<file path="config.mk">
export PLATFORM = sky130hd
export DESIGN_NAME = pwm_ramp_ctrl
export DESIGN_NICKNAME = d
export VERILOG_FILES = /design/src/rtl/pwm_ramp_ctrl_pkg.sv /design/src/rtl/pwm_ramp_ctrl_ramp_timer.sv /design/src/rtl/pwm_ramp_ctrl.sv
export SDC_FILE = /design/constraint.sdc
export NUM_CORES = 1
export LEC_CHECK = 0
export BUFFER_PORTS_ARGS = -buffer_cell sky130_fd_sc_hd__buf_4
export CAP_MARGIN = 30
export CORE_ASPECT_RATIO = 0.9
export CORE_MARGIN = 2
export CORE_UTILIZATION = 57
export CTS_BUF_LIST = sky130_fd_sc_hd__clkbuf_2 sky130_fd_sc_hd__clkbuf_4 sky130_fd_sc_hd__clkbuf_8
export DETAILED_ROUTE_END_ITERATION = 12
export PLACE_DENSITY = 0.79
export REMOVE_ABC_BUFFERS = 1
export SLEW_MARGIN = 40
export SYNTH_ARGS = -nofsm -noshare
export SYNTH_HDL_FRONTEND = slang
export SYNTH_SLANG_ARGS = --single-unit
</file>
<file path="constraint.sdc">
create_clock -name clk_i -period 6.8 [get_ports clk_i]
set_clock_uncertainty 0.1 [all_clocks]
set_input_delay 0.68 -clock clk_i [delete_from_list [all_inputs] [get_ports clk_i]]
set_output_delay 0.68 -clock clk_i [all_outputs]
set_load 0.02 [all_outputs]
</file>
<file path="src/rtl/pwm_ramp_ctrl_pkg.sv">
// Shared types, defaults and step arithmetic for the pwm ramp controller.
package pwm_ramp_ctrl_pkg;

  localparam int unsigned DUTY_W           = 8;
  localparam int unsigned RAMP_STEP_DEF    = 1;
  localparam int unsigned INTERVAL_W_DEF   = 16;
  localparam int unsigned DONE_TIMEOUT_DEF = 512;

  typedef logic [DUTY_W-1:0] duty_t;

  typedef enum logic [1:0] {
    ST_IDLE,
    ST_REQUEST,
    ST_INTERVAL,
    ST_FAULT
  } state_e;

  // Move cur one step toward tgt, clamping at tgt. Done in DUTY_W+1 bits so
  // neither cur+step nor tgt+step can wrap.
  function automatic duty_t step_toward(input duty_t cur, input duty_t tgt,
                                        input logic [DUTY_W:0] step);
    logic [DUTY_W:0] c_ext;
    logic [DUTY_W:0] t_ext;
    logic [DUTY_W:0] sum;
    logic [DUTY_W:0] lim;
    duty_t           res;
    c_ext = {1'b0, cur};
    t_ext = {1'b0, tgt};
    sum   = c_ext + step;
    lim   = t_ext + step;
    res   = tgt;
    if (c_ext < t_ext) begin
      if (sum < t_ext) res = sum[DUTY_W-1:0];
    end else if (c_ext > t_ext) begin
      if (c_ext > lim) res = cur - step[DUTY_W-1:0];
    end
    return res;
  endfunction

endpackage

</file>
<file path="src/rtl/pwm_ramp_ctrl_ramp_timer.sv">
// Loadable down-counter; used for both the step interval and the handshake timeout.
module ramp_timer #(
  parameter int unsigned W = 16
) (
  input  logic         clk_i,
  input  logic         rst_ni,
  input  logic         load_i,
  input  logic [W-1:0] value_i,
  input  logic         en_i,
  output logic         expired_o
);

  logic [W-1:0] cnt_q;
  logic [W-1:0] cnt_d;

  // Load takes priority; otherwise count down and rest at zero.
  always_comb begin
    cnt_d = cnt_q;
    if (load_i) begin
      cnt_d = value_i;
    end else if (en_i && (cnt_q != '0)) begin
      cnt_d = cnt_q - W'(1);
    end
  end

  // Counter register.
  always_ff @(posedge clk_i or negedge rst_ni) begin
    if (!rst_ni) cnt_q <= '0;
    else         cnt_q <= cnt_d;
  end

  assign expired_o = (cnt_q == '0);

endmodule

</file>
<file path="src/rtl/pwm_ramp_ctrl.sv">
// Slews the duty requested from the pwm block toward a latched target, one
// pwm_update/pwm_done handshake per bounded step, with brake and timeout fault.
module pwm_ramp_ctrl
  import pwm_ramp_ctrl_pkg::*;
#(
  parameter int unsigned RAMP_STEP    = RAMP_STEP_DEF,
  parameter int unsigned INTERVAL_W   = INTERVAL_W_DEF,
  parameter int unsigned DONE_TIMEOUT = DONE_TIMEOUT_DEF
) (
  input  logic                  clk_i,
  input  logic                  rst_ni,
  input  logic                  ramp_enable_i,
  input  logic [DUTY_W-1:0]     target_ratio_i,
  input  logic                  target_valid_i,
  input  logic [INTERVAL_W-1:0] step_interval_i,
  input  logic                  brake_i,
  input  logic                  fault_clear_i,
  input  logic                  pwm_done_i,
  output logic [DUTY_W-1:0]     pwm_ratio_o,
  output logic                  pwm_update_o,
  output logic                  pwm_enable_o,
  output logic [DUTY_W-1:0]     current_ratio_o,
  output logic                  at_target_o,
  output logic                  busy_o,
  output logic                  fault_o
);

  localparam int unsigned TO_W = $clog2(DONE_TIMEOUT);
  localparam int unsigned TW   = (INTERVAL_W > TO_W) ? INTERVAL_W : TO_W;
  localparam logic [TW-1:0]     TO_LOAD = TW'(DONE_TIMEOUT - 1);
  localparam logic [DUTY_W:0]   STEP_X  = (DUTY_W + 1)'(RAMP_STEP);

  state_e  state_q, state_d;
  duty_t   target_q, target_d;
  duty_t   cur_q, cur_d;
  duty_t   ratio_q, ratio_d;
  logic    update_q, update_d;
  logic    fault_q, fault_d;
  logic    enable_q, enable_d;
  logic    at_tgt_q, at_tgt_d;

  logic          tmr_load;
  logic [TW-1:0] tmr_value;
  logic          tmr_expired;

  ramp_timer #(
    .W(TW)
  ) u_timer (
    .clk_i    (clk_i),
    .rst_ni   (rst_ni),
    .load_i   (tmr_load),
    .value_i  (tmr_value),
    .en_i     (1'b1),
    .expired_o(tmr_expired)
  );

  // Target latch, step computation and next-state/output logic.
  always_comb begin
    state_d   = state_q;
    target_d  = target_q;
    cur_d     = cur_q;
    ratio_d   = ratio_q;
    update_d  = update_q;
    fault_d   = fault_q;
    tmr_load  = 1'b0;
    tmr_value = '0;

    if (brake_i)             target_d = '0;
    else if (target_valid_i) target_d = target_ratio_i;

    unique case (state_q)
      ST_IDLE: begin
        // Brake jumps straight to 0 and is not held back by ramp_enable.
        if (brake_i && (cur_q != '0)) begin
          state_d   = ST_REQUEST;
          ratio_d   = '0;
          update_d  = 1'b1;
          tmr_load  = 1'b1;
          tmr_value = TO_LOAD;
        end else if (!brake_i && ramp_enable_i && (cur_q != target_q)) begin
          state_d   = ST_REQUEST;
          ratio_d   = step_toward(cur_q, target_q, STEP_X);
          update_d  = 1'b1;
          tmr_load  = 1'b1;
          tmr_value = TO_LOAD;
        end
      end
      ST_REQUEST: begin
        // A done arriving on the last timeout cycle still counts as success.
        if (pwm_done_i) begin
          cur_d    = ratio_q;
          update_d = 1'b0;
          if (step_interval_i == '0) begin
            state_d = ST_IDLE;
          end else begin
            state_d   = ST_INTERVAL;
            tmr_load  = 1'b1;
            tmr_value = TW'(step_interval_i) - TW'(1);
          end
        end else if (tmr_expired) begin
          fault_d  = 1'b1;
          update_d = 1'b0;
          state_d  = ST_FAULT;
        end
      end
      ST_INTERVAL: begin
        if (brake_i) begin
          if (cur_q != '0) begin
            state_d   = ST_REQUEST;
            ratio_d   = '0;
            update_d  = 1'b1;
            tmr_load  = 1'b1;
            tmr_value = TO_LOAD;
          end else begin
            state_d = ST_IDLE;
          end
        end else if (tmr_expired) begin
          state_d = ST_IDLE;
        end
      end
      ST_FAULT: begin
        if (fault_clear_i) begin
          fault_d = 1'b0;
          state_d = ST_IDLE;
        end
      end
      default: state_d = ST_IDLE;
    endcase

    enable_d = ramp_enable_i & ~fault_d;
    at_tgt_d = (state_d == ST_IDLE) && (cur_d == target_d);
  end

  // State and output registers; all outputs clear asynchronously on reset.
  always_ff @(posedge clk_i or negedge rst_ni) begin
    if (!rst_ni) begin
      state_q  <= ST_IDLE;
      target_q <= '0;
      cur_q    <= '0;
      ratio_q  <= '0;
      update_q <= 1'b0;
      fault_q  <= 1'b0;
      enable_q <= 1'b0;
      at_tgt_q <= 1'b0;
    end else begin
      state_q  <= state_d;
      target_q <= target_d;
      cur_q    <= cur_d;
      ratio_q  <= ratio_d;
      update_q <= update_d;
      fault_q  <= fault_d;
      enable_q <= enable_d;
      at_tgt_q <= at_tgt_d;
    end
  end

  assign pwm_ratio_o     = ratio_q;
  assign pwm_update_o    = update_q;
  assign pwm_enable_o    = enable_q;
  assign current_ratio_o = cur_q;
  assign at_target_o     = at_tgt_q;
  assign fault_o         = fault_q;
  assign busy_o          = (state_q == ST_REQUEST) || (state_q == ST_INTERVAL);

endmodule

</file>
Word-level counts from Yosys, hierarchy flattened:

Index checks and enable logic that the tools add are counted.

* muxes and demuxes: 50
* equality and inequality tests: 9
* reductions and logical operators: 17
* magnitude comparators: 4
* add/subtract/negate cells: 5
* bitwise gates (word level): 2

Operator list (number)
* $mux 8: 12
* $mux 16: 4
* $pmux 16 s3: 1
* $mux 9: 4
* $logic_not 16->1: 2
* $sub 16x1->16 const B: 2
* $add 8x1->9 const B: 2
* $mux 1: 16
* $mux 2: 8
* $pmux 8 s2: 1
* $reduce_bool 16->1: 1
* $gt 8x9->1: 1
* $lt 9x8->1: 1
* $eq 8x8->1: 1
* $gt 8x8->1: 1
* $lt 8x8->1: 1
* $ne 8x8->1: 1
* $pmux 2 s4: 1
* $reduce_bool 8->1: 1
* $sub 8x1->8 const B: 1
* $ne 3x3->1 const B: 2
* $pmux 1 s3: 2
* $reduce_and 5->1: 1
* $eq 2x2->1 const B: 2
* 12 further kinds: 18

* logic and storage cells: 96
* output and inout port bits: 21
* register bits: 46
* input port bits: 31

Logic depth before layout (Yosys ltp):

Gate-level depths: netlist of run 1.

* depth in word-level cells: 8
* depth in mapped cells: 13
* depth with buffers taken out: 12

Hierarchy:

From an unflattened synthesis of run 1, not the netlist that was laid out.

* cells, all modules: 448
* area total of the unflattened synthesis: 3955.0 µm²

Modules (own cells, without submodules)
* pwm_ramp_ctrl: cells an instance 325, area an instance 2910.3 µm², instances 1, sequential area each 750.7 µm²
* ramp_timer: cells an instance 123, area an instance 1044.8 µm², instances 1, sequential area each 400.4 µm²

Worst setup path after synthesis of run 1:

Ideal clock, no wire load.

* path kind: register to register
* start point: reg cur_q[0] (netlist: current_ratio_o[0])
* end point: reg ratio_q[5] (netlist: pwm_ratio_o[5])
* period minus slack after synthesis: 3.447 ns
* data required time: 6.574 ns
* library setup time: 0.126 ns
* arrival time: 3.221 ns
* stages on the path, launching flop included: 11
* path buffers: 0
* setup slack: 3.353 ns
* cell sequence: dfrtp_1 -> ha_1 -> nand3_1 -> nor2_1 -> xor2_1 -> ha_1 -> a2111o_1 -> o211ai_1 -> and2_0 -> mux2_2 -> a221o_1

* word-level cells in the longest chain between the ends: 7
* elaborated cells on any way between the ends: 20
* those cells by class: 2 x add/sub; 4 x order compare; 3 x eq/ne; 7 x mux; 4 x reduce/logical

RTL lines
* start, declared: line pwm_ramp_ctrl.sv:35 `duty_t cur_q, cur_d;`
* start signal, assigned: line pwm_ramp_ctrl.sv:148 `cur_q <= cur_d;`
* $add 8x1->9, or another cell as far along: line pwm_ramp_ctrl_pkg.sv:29 `sum = c_ext + step;`
* $lt 9x8->1 or $mux 8 (tied branches): line pwm_ramp_ctrl_pkg.sv:33, pwm_ramp_ctrl_pkg.sv:35
* $mux 8 (on tied branches): line pwm_ramp_ctrl_pkg.sv:33, pwm_ramp_ctrl_pkg.sv:34
* $mux 8: line pwm_ramp_ctrl_pkg.sv:32 `if (c_ext < t_ext) begin`
* $mux 8: line pwm_ramp_ctrl.sv:80 `end else if (!brake_i && ramp_enable_i && (cur_q != target_q)) begin`
* $mux 8: line pwm_ramp_ctrl.sv:74 `if (brake_i && (cur_q != '0)) begin`
* $pmux 8 s2: line pwm_ramp_ctrl.sv:71 `unique case (state_q)`
* end signal, assigned: line pwm_ramp_ctrl.sv:149 `ratio_q <= ratio_d;`
* end, declared: line pwm_ramp_ctrl.sv:36 `duty_t ratio_q, ratio_d;`

Parallel ways exist; a longest one is shown, timed or not. The select of a mux whose other input is x is not followed.
A chain may end at the register's enable or synchronous reset.

Worst setup path in the final report of run 1:

Same ends and word-level chain as after synthesis.

==> flow_summary.ini, run 1 <==
[critical_path]
cp_max_fo = 11
crit_chain = ha_1 > nand3_1 > nor2_1 > xor2_1 > ha_1 > a2111o_1 > o211ai_1 > and2_0 > mux2_2 > a221o_1
end_kind = flop
critical_path_class = flop to flop
crit_family = compound AO/OA/AOI/OAI gates
cp_slowest_cell = dfrtp_1
start_kind = flop
cpPeakStageDelay_ns = 0.54
crit_buf_inv = 0
required_ns = 6.90
arrival_ns = 3.95
crit_top_cell = ha_1

[power]
vdd_drop_max_mv = 0.182
power.internal_uw = 996
p_clk_frac = 0.111
pwr-share-comb = 0.624
p_switching_uw = 950
static-leakage-power_nw = 2.02
seqPwrFrac = 0.265
swShare = 0.488
p_per_area_nw_per_um2 = 447

[clock_tree]
htree_num_levels = 2
root_buffer = clkbuf_8
cts.reportedPaths.clkPinSlew_ns = 0.10
cts_resized = 0
cts-buffers-inserted = 5
ctsLongestPathBuffers = 2
cts_setup_buffers = 0
clock-sinks = 46
tritoncts = yes
holdBufCountCts = 0
clk_latency_ns = 0.32

[timing]
grt_setup_unrepaired = false
worst_slew_pin_slew_ns = 0.851
hold_viol_final = 0
max_freq_ghz = 0.260
hold_ws_ns = 0.258
tns_ns = 0
period_minus_slack_ns = 3.85
setup_ws_ns = 2.95
slew_viol_final = 0
timing.max_slew.rel_slack = 0.433
setup_viol = 0
period_share = 0.566

[run]
max-cap-violations = 0

[detailed_routing]
ant_nets = 0
wl_per_cell_um = 17.2
dr.pass1.iters = 5
num_vias = 3404
viasPerCell = 6.02
drc = 0
wirelength_mm = 9.71
drtIter0Drc = 226

[cells_and_area]
drive_gt1_frac = 0.171
syn_to_final_growth_pct = 15.7
multi_input_area_um2 = 2490
nFillCells = 553
fin_util = 0.672
register_area_um2 = 1150
nets = 541
antenna_cells = 0

[placed_design]
dpl_worst_slack_ns = 3.07
place_hpwl_mm = 7.48
io_buffers = 51
globalplace.congestion = 0.901

[synthesis]
yosysSeqAreaShare = 0.306
ys_warn_count = 0
synth_area_um2 = 3770
synth-seq-cells = 46
yosys_most_used_dff = dfrtp_1
synthArstFlopShare = 1.00
avgSynthCellArea_um2 = 8.88
netlist_instances = 424
yosys.cell_types.count = 57
synth_edf_count = 0

[grt]
grt_max_degree = 47
grt.total_usage = 0.279
antenna_found_initial = 0
grt_pass1_vias = 3219
overflow = 0
grt_pass1_wl_mm = 15.7

[die]
die-area_um2 = 7270
io_pins = 52
core.rowCount = 28
chipHeight_um = 81.1
die_width_um = 89.7
core_um2 = 6480
start_util = 0.581

[outcome]
outcome = finished, final reports clean

[min_path]
hp-class = primary input to async pin
==> routing by layer <==
| layer | global-route usage | share of wire | vias up |
|---|---|---|---|
| met2 | 0.461 | 0.47 | 155 |
| met1 | 0.371 | 0.44 | 1608 |
| li1 | - | - | 1620 |
| met5 | 0 | 0 | - |
| met3 | 0.0447 | 0.065 | 21 |
| met4 | 0.0896 | 0.018 | 0 |
==> metrics by stage <==
| stage | cell area [µm²] | total power [mW] | instances |
|---|---|---|---|
| 6_report | 4360 | 1.95 | 565 |
| 5_1_grt | 4360 | 2.11 | 565 |
| 2_1_floorplan | 3710 | 1.33 | 413 |
| 3_3_place_gp | 4230 | 1.66 | 556 |
| 4_1_cts | 4340 | 1.92 | 564 |
| 3_5_place_dp | 4230 | 1.70 | 556 |
==> synth_stat cells, drive strengths merged, types with 4 or more instances <==
cell type,instances,area [µm²]
nand2,28,105
clkbuf,5,18.8
nand4,5,31.3
nor2,55,206
a31oi,6,37.5
mux2,10,113
a21oi,13,65.1
buf,6,32.5
dfrtp,46,1150
a221o,8,80.1
mux2i,10,100
o211ai,5,37.5
ha,36,450
o22ai,6,37.5
nor2b,5,31.3
nand3,12,60.1
xnor2,27,236
inv,23,86.3
xor2,24,210
o21ai,17,85.1
nor3,11,55.1
and3,4,25.0
nor4,9,83.8
o31ai,5,37.5
a211oi,9,67.6
==> cells in the final DEF (no fill, tap or decap), types with 2 or more instances in the layout <==
| cell | n |
|---|---|
| mux2i_1 | 10 |
| xnor2_1 | 27 |
| nand2_1 | 28 |
| nor2b_1 | 5 |
| clkbuf_8 | 5 |
| o21ai_1 | 3 |
| and2_1 | 2 |
| inv_1 | 23 |
| buf_4 | 54 |
| nor3_1 | 11 |
| a21o_1 | 3 |
| a31oi_1 | 5 |
| or3_1 | 2 |
| o31ai_1 | 5 |
| o21ai_0 | 14 |
| nor4_1 | 6 |
| o22ai_1 | 6 |
| o21bai_1 | 3 |
| a211oi_1 | 9 |
| o211ai_1 | 5 |
| a221o_1 | 8 |
| and3_1 | 4 |
| nand2b_1 | 2 |
| a21oi_1 | 13 |
| nor4_2 | 2 |
| nor2_1 | 55 |
| dfrtp_1 | 46 |
| xor2_1 | 24 |
| ha_1 | 36 |
| mux2_2 | 10 |
| nand4_1 | 5 |
| nand4b_1 | 3 |
| nand3_1 | 12 |
| nor3b_1 | 2 |
==> area by class of cell <==
cell class              instances  share of cell area
clock buffers                   6              0.0175
clock inverters                 2             0.00861
inverters                      23              0.0198
multi-input cells             344               0.571
flip-flops and latches         46               0.264
well taps                      90              0.0258
repair buffers                 54              0.0930
==> sequential cells by signal, summed over array words and instances (netlist names) <==
register	count
at_target_o	1
current_ratio_o	8
fault_o	1
pwm_enable_o	1
pwm_ratio_o	8
pwm_update_o	1
state_q	2
target_q	8
u_timer.cnt_q	16
==> cell families (layout without fill, tap and decap cells) <==
group                      Yosys count  count (layout)  synth area share
AOI/OAI and AO/OA                   86              86             0.158
xor gates and xnor gates            51              51             0.119
adders and majority gates           36              36             0.120
buffers and inverters               34              85            0.0365
DFF                                 46              46             0.306
muxes                               20              20            0.0565
and+or+nand+nor                    151             151             0.205
==> power groups by stage <==
stage               clock, mW  combinational [mW]  sequential, mW
finish                  0.216                1.21           0.517
global route            0.227                1.35           0.532
CTS                     0.215                1.19           0.512
detailed placement          0                1.19           0.517
global placement            0                1.15           0.510
floorplan                   0               0.800           0.533
==> worst paths after layout <==
kind	from	to	slack (ns)	depth (start not counted)
min	rst_ni	current_ratio_o[6]$_DFF_PN0_	0.26	1
min in group clk_i	pwm_update_o$_DFFE_PN0P_	pwm_update_o$_DFFE_PN0P_	0.43	2
min reg2reg	pwm_update_o$_DFFE_PN0P_	pwm_update_o$_DFFE_PN0P_	0.43	2
max in group asynchronous	rst_ni	current_ratio_o[2]$_DFF_PN0_	5.94	1
max	current_ratio_o[0]$_DFF_PN0_	pwm_ratio_o[5]$_DFFE_PN0P_	2.95	10
max reg2reg	current_ratio_o[0]$_DFF_PN0_	pwm_ratio_o[5]$_DFFE_PN0P_	2.95	10
==> worst reg2reg max path, cell delays in order (launching register included) <==
cell	delay [ns]
dfrtp_1	0.54
ha_1	0.24
nand3_1	0.13
nor2_1	0.24
xor2_1	0.22
ha_1	0.27
a2111o_1	0.43
o211ai_1	0.48
and2_0	0.40
mux2_2	0.38
a221o_1	0.32
(Power assumes the default switching activity.)
==> run 2: changes to the inputs <==
==> constraint.sdc (replaced) <==
create_clock -name clk_i -period 3.6 [get_ports clk_i]
set_clock_uncertainty 0.1 [all_clocks]
set_input_delay 0.36 -clock clk_i [delete_from_list [all_inputs] [get_ports clk_i]]
set_output_delay 0.36 -clock clk_i [all_outputs]
set_load 0.02 [all_outputs]
==> flow_summary.ini, run 2 (synthesis gave the netlist of run 1 again) <==
[cells_and_area]
final_common_cell = buf_4
largest_reg_flops = 16
fin_area_um2 = 4420
nFillCells = 544
syn_to_final_growth_pct = 17.4
nets = 553
fin_util = 0.682
top_register = u_timer.cnt_q
drive_gt1_frac = 0.185
antenna_cells = 0
final_cell_mix = buf_4, nor2_1, dfrtp_1, ha_1, nand2_1

[die]
die_width_um = 89.7
start_util = 0.581
io_pins = 52
chipHeight_um = 81.1
core.rowCount = 28
core_um2 = 6480
die-area_um2 = 7270

[detailed_routing]
dr.pass1.iters = 4
num_vias = 3430
drtIter0Drc = 192
wl_per_cell_um = 16.6
wirelength_mm = 9.57
ant_nets = 0
drc = 0
viasPerCell = 5.94

[grt]
antenna_found_initial = 0
grt_pass1_vias = 3219
grt_max_degree = 47
grt.total_usage = 0.274
grt_pass1_wl_mm = 15.4
overflow = 0

[critical_path]
crit_end = pwm_ratio_o[5]$_DFFE_PN0P_
start_kind = flop
r2r-start = current_ratio_o[0]$_DFF_PN0_
cp-startpoint = current_ratio_o[0]$_DFF_PN0_
critical_path_class = flop to flop
cp_max_fo = 6
r2r-end = pwm_ratio_o[5]$_DFFE_PN0P_
r2r_slack_ns = 0.39
required_ns = 3.69
end_kind = flop
arrival_ns = 3.30
worstRegToRegCells = 10

[min_path]
hp-class = primary input to flop

[clock_tree]
clk_latency_ns = 0.30
clock-sinks = 46
cts_resized = 0
ctsLongestPathBuffers = 2
cts-buffers-inserted = 5
cts.reportedPaths.clkPinSlew_ns = 0.09
root_buffer = clkbuf_8
htree_num_levels = 2
tritoncts = yes

[timing]
worst_slew_pin_slew_ns = 0.593
slew_viol_final = 0
period_share = 0.892
timing.max_slew.rel_slack = 0.605
max_freq_ghz = 0.311
setup_viol = 0
period_minus_slack_ns = 3.21
tns_ns = 0
hold_viol_final = 0
grt_setup_unrepaired = false

[placed_design]
io_buffers = 51
globalplace.congestion = 0.937
placed_area_um2 = 4320
place_hpwl_mm = 7.44

[power]
vdd_drop_max_mv = 0.314
p_per_area_nw_per_um2 = 835
static-leakage-power_nw = 2.07

[run]
max-cap-violations = 0

[outcome]
outcome = finished, final reports clean
run 2: layer usage:
metal	routed length, µm	track usage	part of all wire	up-vias
met1	4220	0.369	0.44	1639
li1	-	-	-	1652
met5	0	0	0	-
met4	133	0.0627	0.014	0
met2	4630	0.460	0.48	124
met3	580	0.0447	0.061	15
run 2: area by class of cell:
| type | count | area, µm² | share of cell area |
|---|---|---|---|
| clock buffers | 7 | 90.1 | 0.0204 |
| repair buffers | 66 | 498 | 0.113 |
| flip-flops and latches | 46 | 1150 | 0.260 |
| clock inverters | 1 | 5.00 | 0.00113 |
| well taps | 90 | 113 | 0.0255 |
| multi-input cells | 344 | 2480 | 0.560 |
| inverters | 23 | 86.3 | 0.0195 |
run 2: metrics by stage:
stage	std cells	power [mW]	hold slack, ns	worst slack, ns
6_report	577	3.69	0.156	0.388
3_3_place_gp	568	3.22	0.302	0.548
2_1_floorplan	413	2.52	-0.0356	0.130
3_5_place_dp	568	3.30	0.308	0.404
5_1_grt	577	4.00	0.149	0.205
4_1_cts	577	3.65	0.153	0.392
run 2: critical path: stages, from the launching register on:
cell	delay [ns]
dfrtp_1	0.36
ha_1	0.18
nand3_1	0.11
nor2_1	0.17
xor2_1	0.23
ha_1	0.28
a2111o_1	0.42
o211ai_1	0.20
and2_0	0.34
mux2_2	0.38
a221o_1	0.32
run 2: worst min-delay path by stage:
| stage | to | cells past startpoint | slack [ns] | startpoint |
|---|---|---|---|---|
| finish | u_timer.cnt_q[0]$_DFFE_PN0P_ | 2 | 0.16 | step_interval_i[0] |
| global route | u_timer.cnt_q[0]$_DFFE_PN0P_ | 2 | 0.15 | step_interval_i[0] |
| CTS | u_timer.cnt_q[0]$_DFFE_PN0P_ | 2 | 0.15 | step_interval_i[0] |
| detailed placement | pwm_ratio_o[7]$_DFFE_PN0P_ | 1 | 0.31 | rst_ni |
| global placement | pwm_ratio_o[3]$_DFFE_PN0P_ | 1 | 0.30 | rst_ni |
| floorplan | at_target_o$_DFF_PN0_ | 0 | -0.04 | rst_ni |
run 2: power by group:
part	internal [mW]	switching, mW	leakage (nW)
clock network	0.163	0.178	0.0517
registers	0.696	0.209	0.588
logic	1.05	1.39	1.43
total	1.91	1.78	2.07
run 2: timing repair:
| item | in CTS | in global routing |
|---|---|---|
| setup buffers | 0 | 0 |
| hold buffers | 1 | 0 |
| hold endpoints to repair | 46 | 0 |
